==> config.mk <==
export PLATFORM = sky130hd
export DESIGN_NAME = seven_segment_capture
export DESIGN_NICKNAME = d
export VERILOG_FILES = /design/src/rtl/seven_segment_capture.sv
export SDC_FILE = /design/constraint.sdc
export NUM_CORES = 1
export LEC_CHECK = 0
export ABC_AREA = 1
export CAP_MARGIN = 20
export CORE_ASPECT_RATIO = 1.75
export CORE_MARGIN = 3
export CORE_UTILIZATION = 55
export DETAILED_ROUTE_END_ITERATION = 16
export HOLD_SLACK_MARGIN = 0.06
export PLACE_DENSITY = 0.81
export REMOVE_ABC_BUFFERS = 1
export SYNTH_ARGS = -nofsm -noshare
export SYNTH_HDL_FRONTEND = slang
export SYNTH_SLANG_ARGS = --single-unit
==> constraint.sdc <==
create_clock -name clk -period 6.25 [get_ports clk]
set_clock_uncertainty 0.1 [all_clocks]
set_input_delay 0.9375 -clock clk [delete_from_list [all_inputs] [get_ports clk]]
set_output_delay 0.9375 -clock clk [all_outputs]
set_load 0.005 [all_outputs]
==> src/rtl/seven_segment_capture.sv <==
// Read-back receiver for a multiplexed active-low seven-segment bus: decodes each stable digit
// into the driver's 5-bit code and presents a full frame on valid/ready.
// Optional SEVSEG_CAPTURE_SYNC_EN adds a two-flop synchronizer on seg/an.
module seven_segment_capture #(
  parameter int unsigned DIGITS        = 4,
  parameter int unsigned STABLE_CYCLES = 8
) (
  input  logic                  clk,
  input  logic                  rst_n,
  input  logic [6:0]            seg,
  input  logic [DIGITS-1:0]     an,
  output logic [5*DIGITS-1:0]   out_data,
  output logic [1:0]            out_err,
  output logic                  out_valid,
  input  logic                  out_ready
);

  localparam int unsigned CntW = (STABLE_CYCLES > 1) ? $clog2(STABLE_CYCLES) : 1;
  localparam logic [CntW-1:0] CntMax = CntW'(STABLE_CYCLES - 1);

  typedef enum logic [0:0] {StScan, StHold} state_e;

  function automatic logic [4:0] decode(input logic [6:0] s);
    case (s)
      7'b1111111: decode = 5'b10000;
      7'b1000000: decode = 5'h00;
      7'b1111001: decode = 5'h01;
      7'b0100100: decode = 5'h02;
      7'b0110000: decode = 5'h03;
      7'b0011001: decode = 5'h04;
      7'b0010010: decode = 5'h05;
      7'b0000010: decode = 5'h06;
      7'b1111000: decode = 5'h07;
      7'b0000000: decode = 5'h08;
      7'b0010000: decode = 5'h09;
      7'b0001000: decode = 5'h0A;
      7'b0000011: decode = 5'h0B;
      7'b1000110: decode = 5'h0C;
      7'b0100001: decode = 5'h0D;
      7'b0000110: decode = 5'h0E;
      7'b0001110: decode = 5'h0F;
      default:    decode = 5'h1F;
    endcase
  endfunction

  logic [6:0]        seg_in;
  logic [DIGITS-1:0] an_in;

`ifdef SEVSEG_CAPTURE_SYNC_EN
  logic [6:0]        seg_s1_q, seg_s2_q;
  logic [DIGITS-1:0] an_s1_q, an_s2_q;

  always_ff @(posedge clk or negedge rst_n) begin
    if (!rst_n) begin
      seg_s1_q <= '1;
      seg_s2_q <= '1;
      an_s1_q  <= '1;
      an_s2_q  <= '1;
    end else begin
      seg_s1_q <= seg;
      seg_s2_q <= seg_s1_q;
      an_s1_q  <= an;
      an_s2_q  <= an_s1_q;
    end
  end

  assign seg_in = seg_s2_q;
  assign an_in  = an_s2_q;
`else
  assign seg_in = seg;
  assign an_in  = an;
`endif

  logic [6:0]        seg_q, seg_p_q;
  logic [DIGITS-1:0] an_q, an_p_q;
  logic [CntW-1:0]   cnt_q, cnt_d;
  logic              done_q, done_d;
  state_e            state_q;
  logic [DIGITS-1:0] mask_q;
  logic [DIGITS-1:0][4:0] slot_q;
  logic [1:0]        err_q;
  logic              valid_q;

  logic       changed, open, fire, accept, one_hot, multi_hot;
  logic [3:0] zeros;
  logic [4:0] code;

  always_comb begin
    changed = (seg_q != seg_p_q) || (an_q != an_p_q);
    if (changed) begin
      cnt_d = '0;
    end else if (cnt_q == CntMax) begin
      cnt_d = cnt_q;
    end else begin
      cnt_d = cnt_q + CntW'(1);
    end
    zeros = '0;
    for (int i = 0; i < int'(DIGITS); i++) begin
      zeros = zeros + {3'b000, ~an_q[i]};
    end
    one_hot   = (zeros == 4'd1);
    multi_hot = (zeros > 4'd1);
    code      = decode(seg_q);
    // Frozen once the mask fills, so the frame cannot change before HOLD is entered.
    open      = (state_q == StScan) && !(&mask_q);
    // One decision per stable episode; a change re-arms it.
    fire      = (cnt_d == CntMax) && (changed || !done_q) && open;
    accept    = fire && one_hot;
    if (fire) begin
      done_d = 1'b1;
    end else if (changed) begin
      done_d = 1'b0;
    end else begin
      done_d = done_q;
    end
  end

  always_ff @(posedge clk or negedge rst_n) begin
    if (!rst_n) begin
      seg_q   <= 7'h7F;
      an_q    <= '1;
      seg_p_q <= 7'h7F;
      an_p_q  <= '1;
      cnt_q   <= '0;
      done_q  <= 1'b0;
    end else begin
      seg_q   <= seg_in;
      an_q    <= an_in;
      seg_p_q <= seg_q;
      an_p_q  <= an_q;
      cnt_q   <= cnt_d;
      done_q  <= done_d;
    end
  end

  always_ff @(posedge clk or negedge rst_n) begin
    if (!rst_n) begin
      state_q <= StScan;
      valid_q <= 1'b0;
      mask_q  <= '0;
      slot_q  <= '0;
      err_q   <= '0;
    end else begin
      case (state_q)
        StScan: begin
          if (&mask_q) begin
            state_q <= StHold;
            valid_q <= 1'b1;
          end
          if (accept) begin
            for (int i = 0; i < int'(DIGITS); i++) begin
              if (!an_q[i]) begin
                slot_q[i] <= code;
                mask_q[i] <= 1'b1;
              end
            end
            if (code == 5'h1F) err_q[0] <= 1'b1;
          end
          if (fire && multi_hot) err_q[1] <= 1'b1;
        end
        StHold: begin
          if (out_ready) begin
            state_q <= StScan;
            valid_q <= 1'b0;
            mask_q  <= '0;
            err_q   <= '0;
          end
        end
        default: state_q <= StScan;
      endcase
    end
  end

  assign out_data  = slot_q;
  assign out_err   = err_q;
  assign out_valid = valid_q;

endmodule

==> run_results.csv, run 1 <==
group,metric,value,unit
run_status,status,"finished clean",
timing,maxSlewHeadroom,0.5682,
synthesis,yosys-top-cells-count,"nand2_1, nand3_1, dfrtp_1, inv_1, nor2_1",
grt,use_met1,0.2243,
clock_network,post_cts_resized,0,
synthesis,synth_top_family_by_area,"simple AND/OR/NAND/NOR gates",
timing,tns,0,ns
critical_path,reg2reg_slack,3.52,ns
synthesis,async_flop_share,1.000,
critical_path,slowest_stage,"dfstp_2",
placed_design,place_area,2954,µm²
critical_path,cp_common_cell,"inv_1",
synthesis,synth_mux_area_frac,0,
timing,fin_crit,2.725,ns
synthesis,synth_top_area_share,0.3125,
placed_design,hpwl,4.070,mm
synthesis,synth_compound_area_frac,0.01367,
synthesis,ys_ff_latch,54,
synthesis,synth.largest_area_cell,"dfrtp_1",
clock_network,tritoncts,"done",
clock_network,cts.hold.buffers_added,0,
synthesis,postSynthAreaPerCell,8.347,µm²
clock_network,cts.sink_count,54,
clock_network,post_cts.repair.setup_buffers,0,
synthesis,synth_edf_count,0,
clock_network,cts_buffers,5,
finish,fin_area,3065,µm²
critical_path,cpPeakStageDelay,0.59,ns
routing,drc_errors,0,
finish,areaGrowthSynthToFinish,19.63,%
placed_design,routabilityCongestion,0.9037,
grt,grt_usage,0.2095,
routing,dr.pass1.iters,4,
floorplanning,die-area,5546,µm²
placed_design,pre_cts_slack,3.600,ns
synthesis,synth_adder_area_share,0.02734,
clock_network,clk_latency,0.30,ns
floorplanning,die_x,57.60,µm
grt,grt_max_degree,55,
grt,grt_pass1_vias,2122,
synthesis,ys_seq_area_frac,0.5381,
grt,grt_use_met3,0.02953,
critical_path,start_kind,"flop",
power_and_ir_drop,cellPowerDensity,219.1,nW/µm²
critical_path,cp.arrival,2.81,ns
clock_network,root_buffer,"clkbuf_8",
synthesis,syn-cell-area,2562,µm²
floorplanning,start_util,0.5766,
timing,setup_viol_count_final,0,
power_and_ir_drop,ir_drop,0.0001844,V
critical_path,required,6.34,ns
finish,multi_input_area,1010,µm²
worst_hold_path,hp-class,"flop to flop",
routing,drtIter0Drc,59,
placed_design,place_inst,392,
grt,global_route.overflow_total,0,
critical_path,critical_path.top_delay_family,"simple AND/OR/NAND/NOR gates",
floorplanning,core_region_area,4444,µm²
timing,layout_setup_ws,3.525,ns
timing,hold_viol,0,
routing,ant_nets,0,
synthesis,synth_cell_type_count,22,
finish,diodes,0,
routing,wl_per_cell,12.90,µm
grt,grt-busiest-layer,"met2",
synthesis,yosysMostFrequentCell,"nand2_1",
flow_run,cap_violations,0,
timing,worst_pin_slew,0.6476,ns
critical_path,crit_path_cell_trace,"fa_1 > inv_1 > ha_1 > inv_1 > ha_1 > inv_1 > nand4_1 > nor2_8 > nand2_2 > nand2_1 > nand2_1",
finish,fill_cells,363,
synthesis,yosys.area_share.simple,0.3325,
timing,fmax,366.9,MHz
power_and_ir_drop,leakage,1.637,nW
routing,num_vias,2071,
synthesis,synth_xor_area_frac,0.02051,
clock_network,htreeDepth,2,
timing,timing.hold.ws,0.2738,ns
synthesis,synth_area_leaders,"dfrtp_1, dfstp_2, nand2_1",
floorplanning,die_h,96.30,µm
synthesis,synth_flop_cell,"dfrtp_1",
floorplanning,io_pins,37,
synthesis,postSynthCellCount,307,
timing,grt_setup_unrepaired,"no",
clock_network,clk_pin_slew,0.09,ns
synthesis,synth_warnings,0,
finish,seq_area,1379,µm²
grt,antenna_found_initial,0,
placed_design,portBuffers,36,
timing,finalCritPeriodShare,0.4360,
critical_path,cp_num_buf_inv,3,
routing,totalWireLength,5.161,mm
critical_path,path_class,"flop to flop",
floorplanning,core.rowCount,32,
finish,drive_gt1_frac,0.1318,
clock_network,clockBufferDepth,2,
critical_path,crit_fanout,24,
grt,grtUsageMet2,0.3821,
critical_path,cp-end-kind,"flop",
grt,grt_pass1_wl,9.011,mm
routing,viasPerCell,5.178,
finish,fin_nets,367,
timing,slew_viol_final,0,
finish,finalNonFillerCells,400,
[layout by cell type, fill, tap and decap left out]
cell type	synthesis	final
and2_1	1	1
buf_2	1	1
buf_4	0	1
clkbuf_1	0	1
clkbuf_16	0	1
clkbuf_8	0	6
clkdlybuf4s50_1	0	35
clkinv_1	1	1
dfrtp_1	32	32
dfstp_2	22	22
fa_1	1	1
ha_1	4	4
inv_1	31	31
inv_2	5	5
nand2_1	111	111
nand2_2	5	5
nand2_4	1	1
nand3_1	36	36
nand4_1	6	6
nor2_1	28	28
nor2_2	1	1
nor2_4	2	2
nor2_8	1	1
nor3_1	3	3
o21ai_0	7	7
xnor2_1	6	6
[layer usage]
| metal | up-vias | share of wire |
|---|---|---|
| li1 | 1033 | - |
| met1 | 969 | 0.37 |
| met2 | 53 | 0.56 |
| met3 | 16 | 0.036 |
| met4 | 0 | 0.039 |
| met5 | - | 0 |
[worst paths after layout]
kind,from,to,depth (start not counted)
max,an_q[1],out_data[9],11
min,an_q[2],an_p_q[2],0
max reg2reg,an_q[1],out_data[9],11
min reg2reg,an_q[2],an_p_q[2],0
max in group asynchronous,rst_n,done_q,2
min in group asynchronous,rst_n,mask_q[0],2
[report_power, final]
group	total, mW	internal [mW]	switching, mW
logic	0.0715	0.0302	0.0412
registers	0.383	0.370	0.0131
clock network	0.217	0.114	0.103
total	0.672	0.515	0.157
[through the flow]
| stage | utilization | power (mW) |
|---|---|---|
| 5_1_grt | 0.6898 | 0.7075 |
| 3_5_place_dp | 0.6647 | 0.4611 |
| 6_report | 0.6898 | 0.6717 |
| 2_1_floorplan | - | 0.4248 |
| 4_1_cts | 0.6898 | 0.6800 |
| 3_3_place_gp | 0.6647 | 0.4580 |
[cells by family after synthesis]
| kind of cell | after synthesis |
|---|---|
| AO/OA/AOI/OAI | 7 |
| buffers and inverters | 40 |
| AND/OR/NAND/NOR | 195 |
| flip-flops | 54 |
| XOR/XNOR | 6 |
| adder cells (fa/ha/maj) | 5 |
[flip-flops by register name (all words and copies together), names as in the netlist, 2 cells and up]
register and count:
out_err 2, seg_p_q 7, cnt_q 3, seg_q 7, mask_q 4, out_data 20, an_p_q 4, an_q 4
[cell type report]
class	instances	area share
timing repair buffer	37	0.1184
sequential	54	0.4498
tap	51	0.02082
inverter	37	0.04531
clock buffer	8	0.03633
multi-input combinational	213	0.3294
(Power assumes the default switching activity.)
==> run 2: changes to the inputs <==
CORE_UTILIZATION = 49   (was 55)
PLACE_DENSITY = 0.76   (was 0.81)
clock period = 2.35 ns   (was 6.25 ns; I/O delays follow)
==> run_results.csv, run 2 (same netlist as run 1, synthesis figures left out) <==
group,metric,value,unit
power_and_ir_drop,ir_drop,0.0003623,V
timing,finalCritPeriodShare,1.039,
critical_path,start_kind,"flop",
routing,met1Wirelength,2.018,mm
finish,fin_nets,383,
finish,areaGrowthSynthToFinish,29.98,%
finish,diodes,0,
run_status,failed_checks,"negative setup slack",
clock_network,cts_buffers,5,
routing,route.met2.wl,3.351,mm
floorplanning,core.rowCount,34,
critical_path,slowest_stage,"dfstp_2",
clock_network,root_buffer,"clkbuf_8",
timing,fmax,409.6,MHz
routing,dr.pass1.iters,4,
power_and_ir_drop,cellPowerDensity,564.4,nW/µm²
grt,grt_usage,0.2145,
floorplanning,core_region_area,5020,µm²
finish,multi_input_area,1127,µm²
grt,grt_pass1_vias,2222,
placed_design,routabilityCongestion,0.9268,
worst_hold_path,min_from,"an_q[2]",
routing,totalWireLength,5.827,mm
power_and_ir_drop,leakage,1.725,nW
placed_design,hpwl,4.304,mm
routing,drtIter0Drc,128,
timing,hold_viol,0,
clock_network,clk_pin_slew,0.10,ns
critical_path,path_class,"flop to flop",
timing,layout_setup_ws,-0.09126,ns
critical_path,cp-end-kind,"flop",
routing,viasPerCell,5.241,
critical_path,crit_fanout,6,
timing,maxSlewHeadroom,0.6097,
finish,final_util,0.6635,
floorplanning,die-area,6168,µm²
run_status,status,"complete, but fails checks",
worst_hold_path,hold_end,"an_p_q[2]",
critical_path,required,2.46,ns
critical_path,crit_path_cell_trace,"fa_1 > inv_1 > ha_2 > inv_2 > ha_4 > inv_2 > nand4_1 > buf_4 > nor2_8 > buf_12 > nand2_8 > nand2_2 > nand2_2",
finish,final_common_cell,"nand2_1",
finish,largest_reg_flops,20,
routing,drc_errors,0,
routing,highest_layer,"met4",
timing,grt_setup_unrepaired,"yes",
floorplanning,io_pins,37,
clock_network,clockBufferDepth,2,
critical_path,cp_num_buf_inv,5,
placed_design,place_inst,401,
floorplanning,die_h,101.7,µm
finish,final_cell_mix,"nand2_1, clkdlybuf4s50_1, nand3_1, dfrtp_1, inv_1",
clock_network,cts.sink_count,54,
timing,setup_viol_count_final,20,
critical_path,worstSetupStartpoint,"an_q[1]",
finish,finalNonFillerCells,419,
critical_path,cp.arrival,2.55,ns
timing,slew_viol_final,0,
finish,seq_area,1379,µm²
clock_network,clk_latency,0.31,ns
grt,grt_pass1_wl,9.873,mm
timing,timing.hold.ws,0.2703,ns
finish,fill_cells,410,
worst_hold_path,hold_depth,0,
routing,ant_nets,0,
grt,grt_max_degree,30,
routing,num_vias,2196,
placed_design,portBuffers,36,
clock_network,htreeDepth,2,
floorplanning,start_util,0.5105,
finish,drive_gt1_frac,0.2219,
critical_path,cpPeakStageDelay,0.55,ns
flow_run,cap_violations,0,
worst_hold_path,hp-class,"flop to flop",
timing,fin_crit,2.441,ns
grt,antenna_found_initial,0,
critical_path,reg2reg_depth,13,
timing,worst_pin_slew,0.5854,ns
grt,global_route.overflow_total,0,
critical_path,timing.rr.start,"an_q[1]",
clock_network,tritoncts,"done",
routing,wl_per_cell,13.91,µm
routing,wl_met3,191,µm
critical_path,rr_endpoint,"out_data[7]",
critical_path,reg2reg_slack,-0.09,ns
floorplanning,die_x,60.67,µm
critical_path,critical_path.top_delay_family,"adder cells",
run 2: per-stage QoR:
stage	total power, mW	setup WS, ns	cell area, µm²	TNS [ns]
3_3_place_gp	1.229	-0.1945	3015	-3.927
4_1_cts	1.887	-0.05821	3297	-0.7064
3_5_place_dp	1.236	-0.2780	3015	-5.115
5_1_grt	1.968	-0.2360	3331	-4.820
6_report	1.880	-0.09126	3331	-1.378
2_1_floorplan	1.130	-0.1182	2527	-2.454
run 2: metal layers:
layer  vias up  track usage
met2        73       0.3825
met5         -            0
met1      1037       0.2284
li1       1064            -
met3        22      0.03571
met4         0       0.1202
run 2: worst max path at each step:
stage,to,slack [ns],depth (start not counted)
finish,out_data[7],-0.09,13
global route,out_data[7],-0.24,13
CTS,out_data[16],-0.06,13
detailed placement,out_data[16],-0.28,11
global placement,out_data[18],-0.19,11
floorplan,out_data[10],-0.12,11
run 2: power by group:
group          internal, mW  switching, mW  leakage (nW)  total, mW
Sequential            0.984         0.0318         0.671       1.02
Combinational         0.109          0.129          1.00      0.238
Clock                 0.317          0.309        0.0504      0.626
Total                  1.41          0.470          1.73       1.88
run 2: repair_timing:
item	in CTS	in global routing
endpoints found under the hold margin	3	0
setup endpoints to repair	24	25
gates cloned	1	0
buffers inserted	8	0
hold buffers	1	0
resized for setup	22	9
pin swaps	7	5
run 2: area by class of cell:
type / instances / share of cell area
Tap cell: 54 / 0.02029
Clock buffer: 5 / 0.02066
Clock inverter: 3 / 0.01352
Multi-Input combinational cell: 214 / 0.3385
Sequential cell: 54 / 0.4140
Timing Repair Buffer: 52 / 0.1514
Inverter: 37 / 0.04170
run 2: worst register-to-register path: cells and delay by family, from the launching register on:
family | cells | cell delay, ns
simple gates | 5 | 0.41
flops | 1 | 0.55
fa+ha+maj | 3 | 0.81
buf+inv | 5 | 0.50
==> run 3: changes to the inputs <==
CORE_UTILIZATION = 54   (was 49)
PLACE_DENSITY = 0.79   (was 0.76)
clock period = 2.6 ns   (was 2.35 ns; I/O delays follow)
==> run_results.csv, run 3 (same netlist as run 1, synthesis figures left out) <==
group,metric,value,unit
routing,ant_nets,0,
routing,drc_errors,0,
flow_run,cap_violations,0,
grt,grt_max_degree,28,
critical_path,worstSetupStartpoint,"an_q[1]",
grt,antenna_found_initial,0,
power_and_ir_drop,leakage,1.673,nW
floorplanning,die-area,5640,µm²
floorplanning,die_x,58.07,µm
routing,dr.pass1.iters,4,
timing,slew_viol_final,0,
critical_path,rr_endpoint,"out_data[0]",
worst_hold_path,hold_end,"an_p_q[2]",
power_and_ir_drop,clkPwrFrac,0.294,
power_and_ir_drop,power_switching_share,0.2544,
power_and_ir_drop,power_frac_seq,0.587,
routing,viasPerCell,5.049,
timing,worst_pin_slew,0.5780,ns
clock_network,cts_buffers,5,
timing,layout_setup_ws,0.09269,ns
timing,setup_viol_count_final,0,
power_and_ir_drop,power.internal,1.167,mW
placed_design,routabilityCongestion,0.9110,
finish,seq_area,1379,µm²
finish,fill_cells,364,
finish,diodes,0,
power_and_ir_drop,combinationalPowerShare,0.119,
critical_path,timing.rr.start,"an_q[1]",
critical_path,path_class,"flop to flop",
critical_path,required,2.74,ns
timing,maxSlewHeadroom,0.6147,
clock_network,htreeDepth,2,
finish,largest_reg_flops,20,
timing,grt_setup_unrepaired,"yes",
critical_path,cp-end-kind,"flop",
routing,drtIter0Drc,85,
floorplanning,core_region_area,4484,µm²
worst_hold_path,hold_depth,0,
routing,totalWireLength,5.337,mm
clock_network,root_buffer,"clkbuf_8",
finish,final_cell_mix,"nand2_1, nand3_1, clkdlybuf4s50_1, dfrtp_1, inv_1",
timing,hold_viol,0,
routing,met1Wirelength,1.918,mm
routing,wl_per_cell,13.02,µm
critical_path,cp.arrival,2.65,ns
routing,num_vias,2070,
power_and_ir_drop,cellPowerDensity,498.7,nW/µm²
finish,multi_input_area,1021,µm²
clock_network,clockBufferDepth,2,
clock_network,post_cts_resized,0,
placed_design,hpwl,4.247,mm
worst_hold_path,hp-class,"flop to flop",
power_and_ir_drop,p_sw,0.3980,mW
timing,fmax,398.8,MHz
critical_path,crit_fanout,7,
placed_design,pre_cts_slack,-0.03890,ns
clock_network,clk_latency,0.30,ns
routing,highest_layer,"met4",
critical_path,reg2reg_slack,0.09,ns
placed_design,portBuffers,36,
finish,final_common_cell,"nand2_1",
grt,grt_pass1_vias,2102,
placed_design,place_area,2992,µm²
floorplanning,die_h,97.13,µm
power_and_ir_drop,ir_drop,0.0004727,V
timing,finalCritPeriodShare,0.9644,
grt,grt_pass1_wl,9.183,mm
timing,fin_crit,2.507,ns
worst_hold_path,min_from,"an_q[2]",
critical_path,reg2reg_depth,12,
routing,wl_met3,129,µm
floorplanning,start_util,0.5714,
finish,fin_nets,377,
finish,fin_area,3138,µm²
run_status,status,"finished clean",
floorplanning,core.rowCount,32,
routing,route.met2.wl,3.116,mm
grt,global_route.overflow_total,0,
floorplanning,io_pins,37,
clock_network,clk_pin_slew,0.09,ns
critical_path,start_kind,"flop",
clock_network,tritoncts,"done",
clock_network,cts.sink_count,54,
finish,drive_gt1_frac,0.1532,
grt,grt_usage,0.2086,
finish,areaGrowthSynthToFinish,22.46,%
[run 3: cell count changes in the layout (fill, tap and decap cells not counted), moves of 2 or more]
cell	change
nand2_1	+12
buf_4	-3
nand2_8	-3
nand2_2	-8
inv_1	+2
clkinvlp_4	-2
nand3_2	-2
ha_1	+2
nand3_1	+2
inv_2	-2
[run 3: through the flow]
stage / hold slack (ns) / instances / TNS [ns] / utilization / power [mW]
finish: 0.2809 / 410 / 0 / 0.6998 / 1.565
detailed placement: 0.2696 / 397 / -0.3434 / 0.6671 / 1.114
floorplan: -0.005591 / 304 / 0 / - / 1.021
CTS: 0.2836 / 407 / 0 / 0.6939 / 1.574
global route: 0.2890 / 410 / -0.4639 / 0.6998 / 1.643
global placement: 0.2666 / 397 / 0 / 0.6671 / 1.107
[run 3: layout make-up]
cell class	instances	area share
Sequential cell	54	0.4394
Clock buffer	6	0.02313
Clock inverter	2	0.005582
Inverter	37	0.04426
Timing Repair Buffer	46	0.1419
Tap cell	51	0.02033
Multi-Input combinational cell	214	0.3254
[run 3: critical path, stage by stage, from the launching register on]
cell	delay (ns)
dfstp_2	0.56
fa_1	0.41
inv_1	0.07
ha_1	0.16
inv_1	0.05
ha_1	0.26
inv_1	0.07
nand4_1	0.09
buf_4	0.18
nor2_8	0.18
buf_4	0.17
nand3_1	0.08
nand2_1	0.08
[run 3: worst max-delay path by stage]
stage	to	slack, ns	cells after the start
3_3_place_gp	out_data[16]	0.06	11
5_1_grt	out_data[14]	-0.05	12
6_report	out_data[0]	0.09	12
2_1_floorplan	out_data[10]	0.13	11
3_5_place_dp	out_data[0]	-0.04	11
4_1_cts	out_data[0]	0.02	11
[run 3: power by group through the flow]
stage	registers (mW)	clock network, mW	logic (mW)
finish	0.918	0.460	0.187
global route	0.924	0.505	0.214
CTS	0.919	0.475	0.181
detailed placement	0.934	0	0.179
global placement	0.932	0	0.175
floorplan	0.929	0	0.0922
[run 3: what timing repair did]
item,4_1_cts,5_1_grt
cloned,0,1
hold buffers,1,0
hold endpoints to repair,11,0
buffers inserted,1,2
endpoints found under the setup margin,17,20
pin swaps,1,1
[run 3: layer usage]
metal,vias to the layer above,track usage
met4,0,0.08571
li1,1059,-
met3,13,0.02527
met5,-,0
met2,41,0.3955
met1,957,0.2198
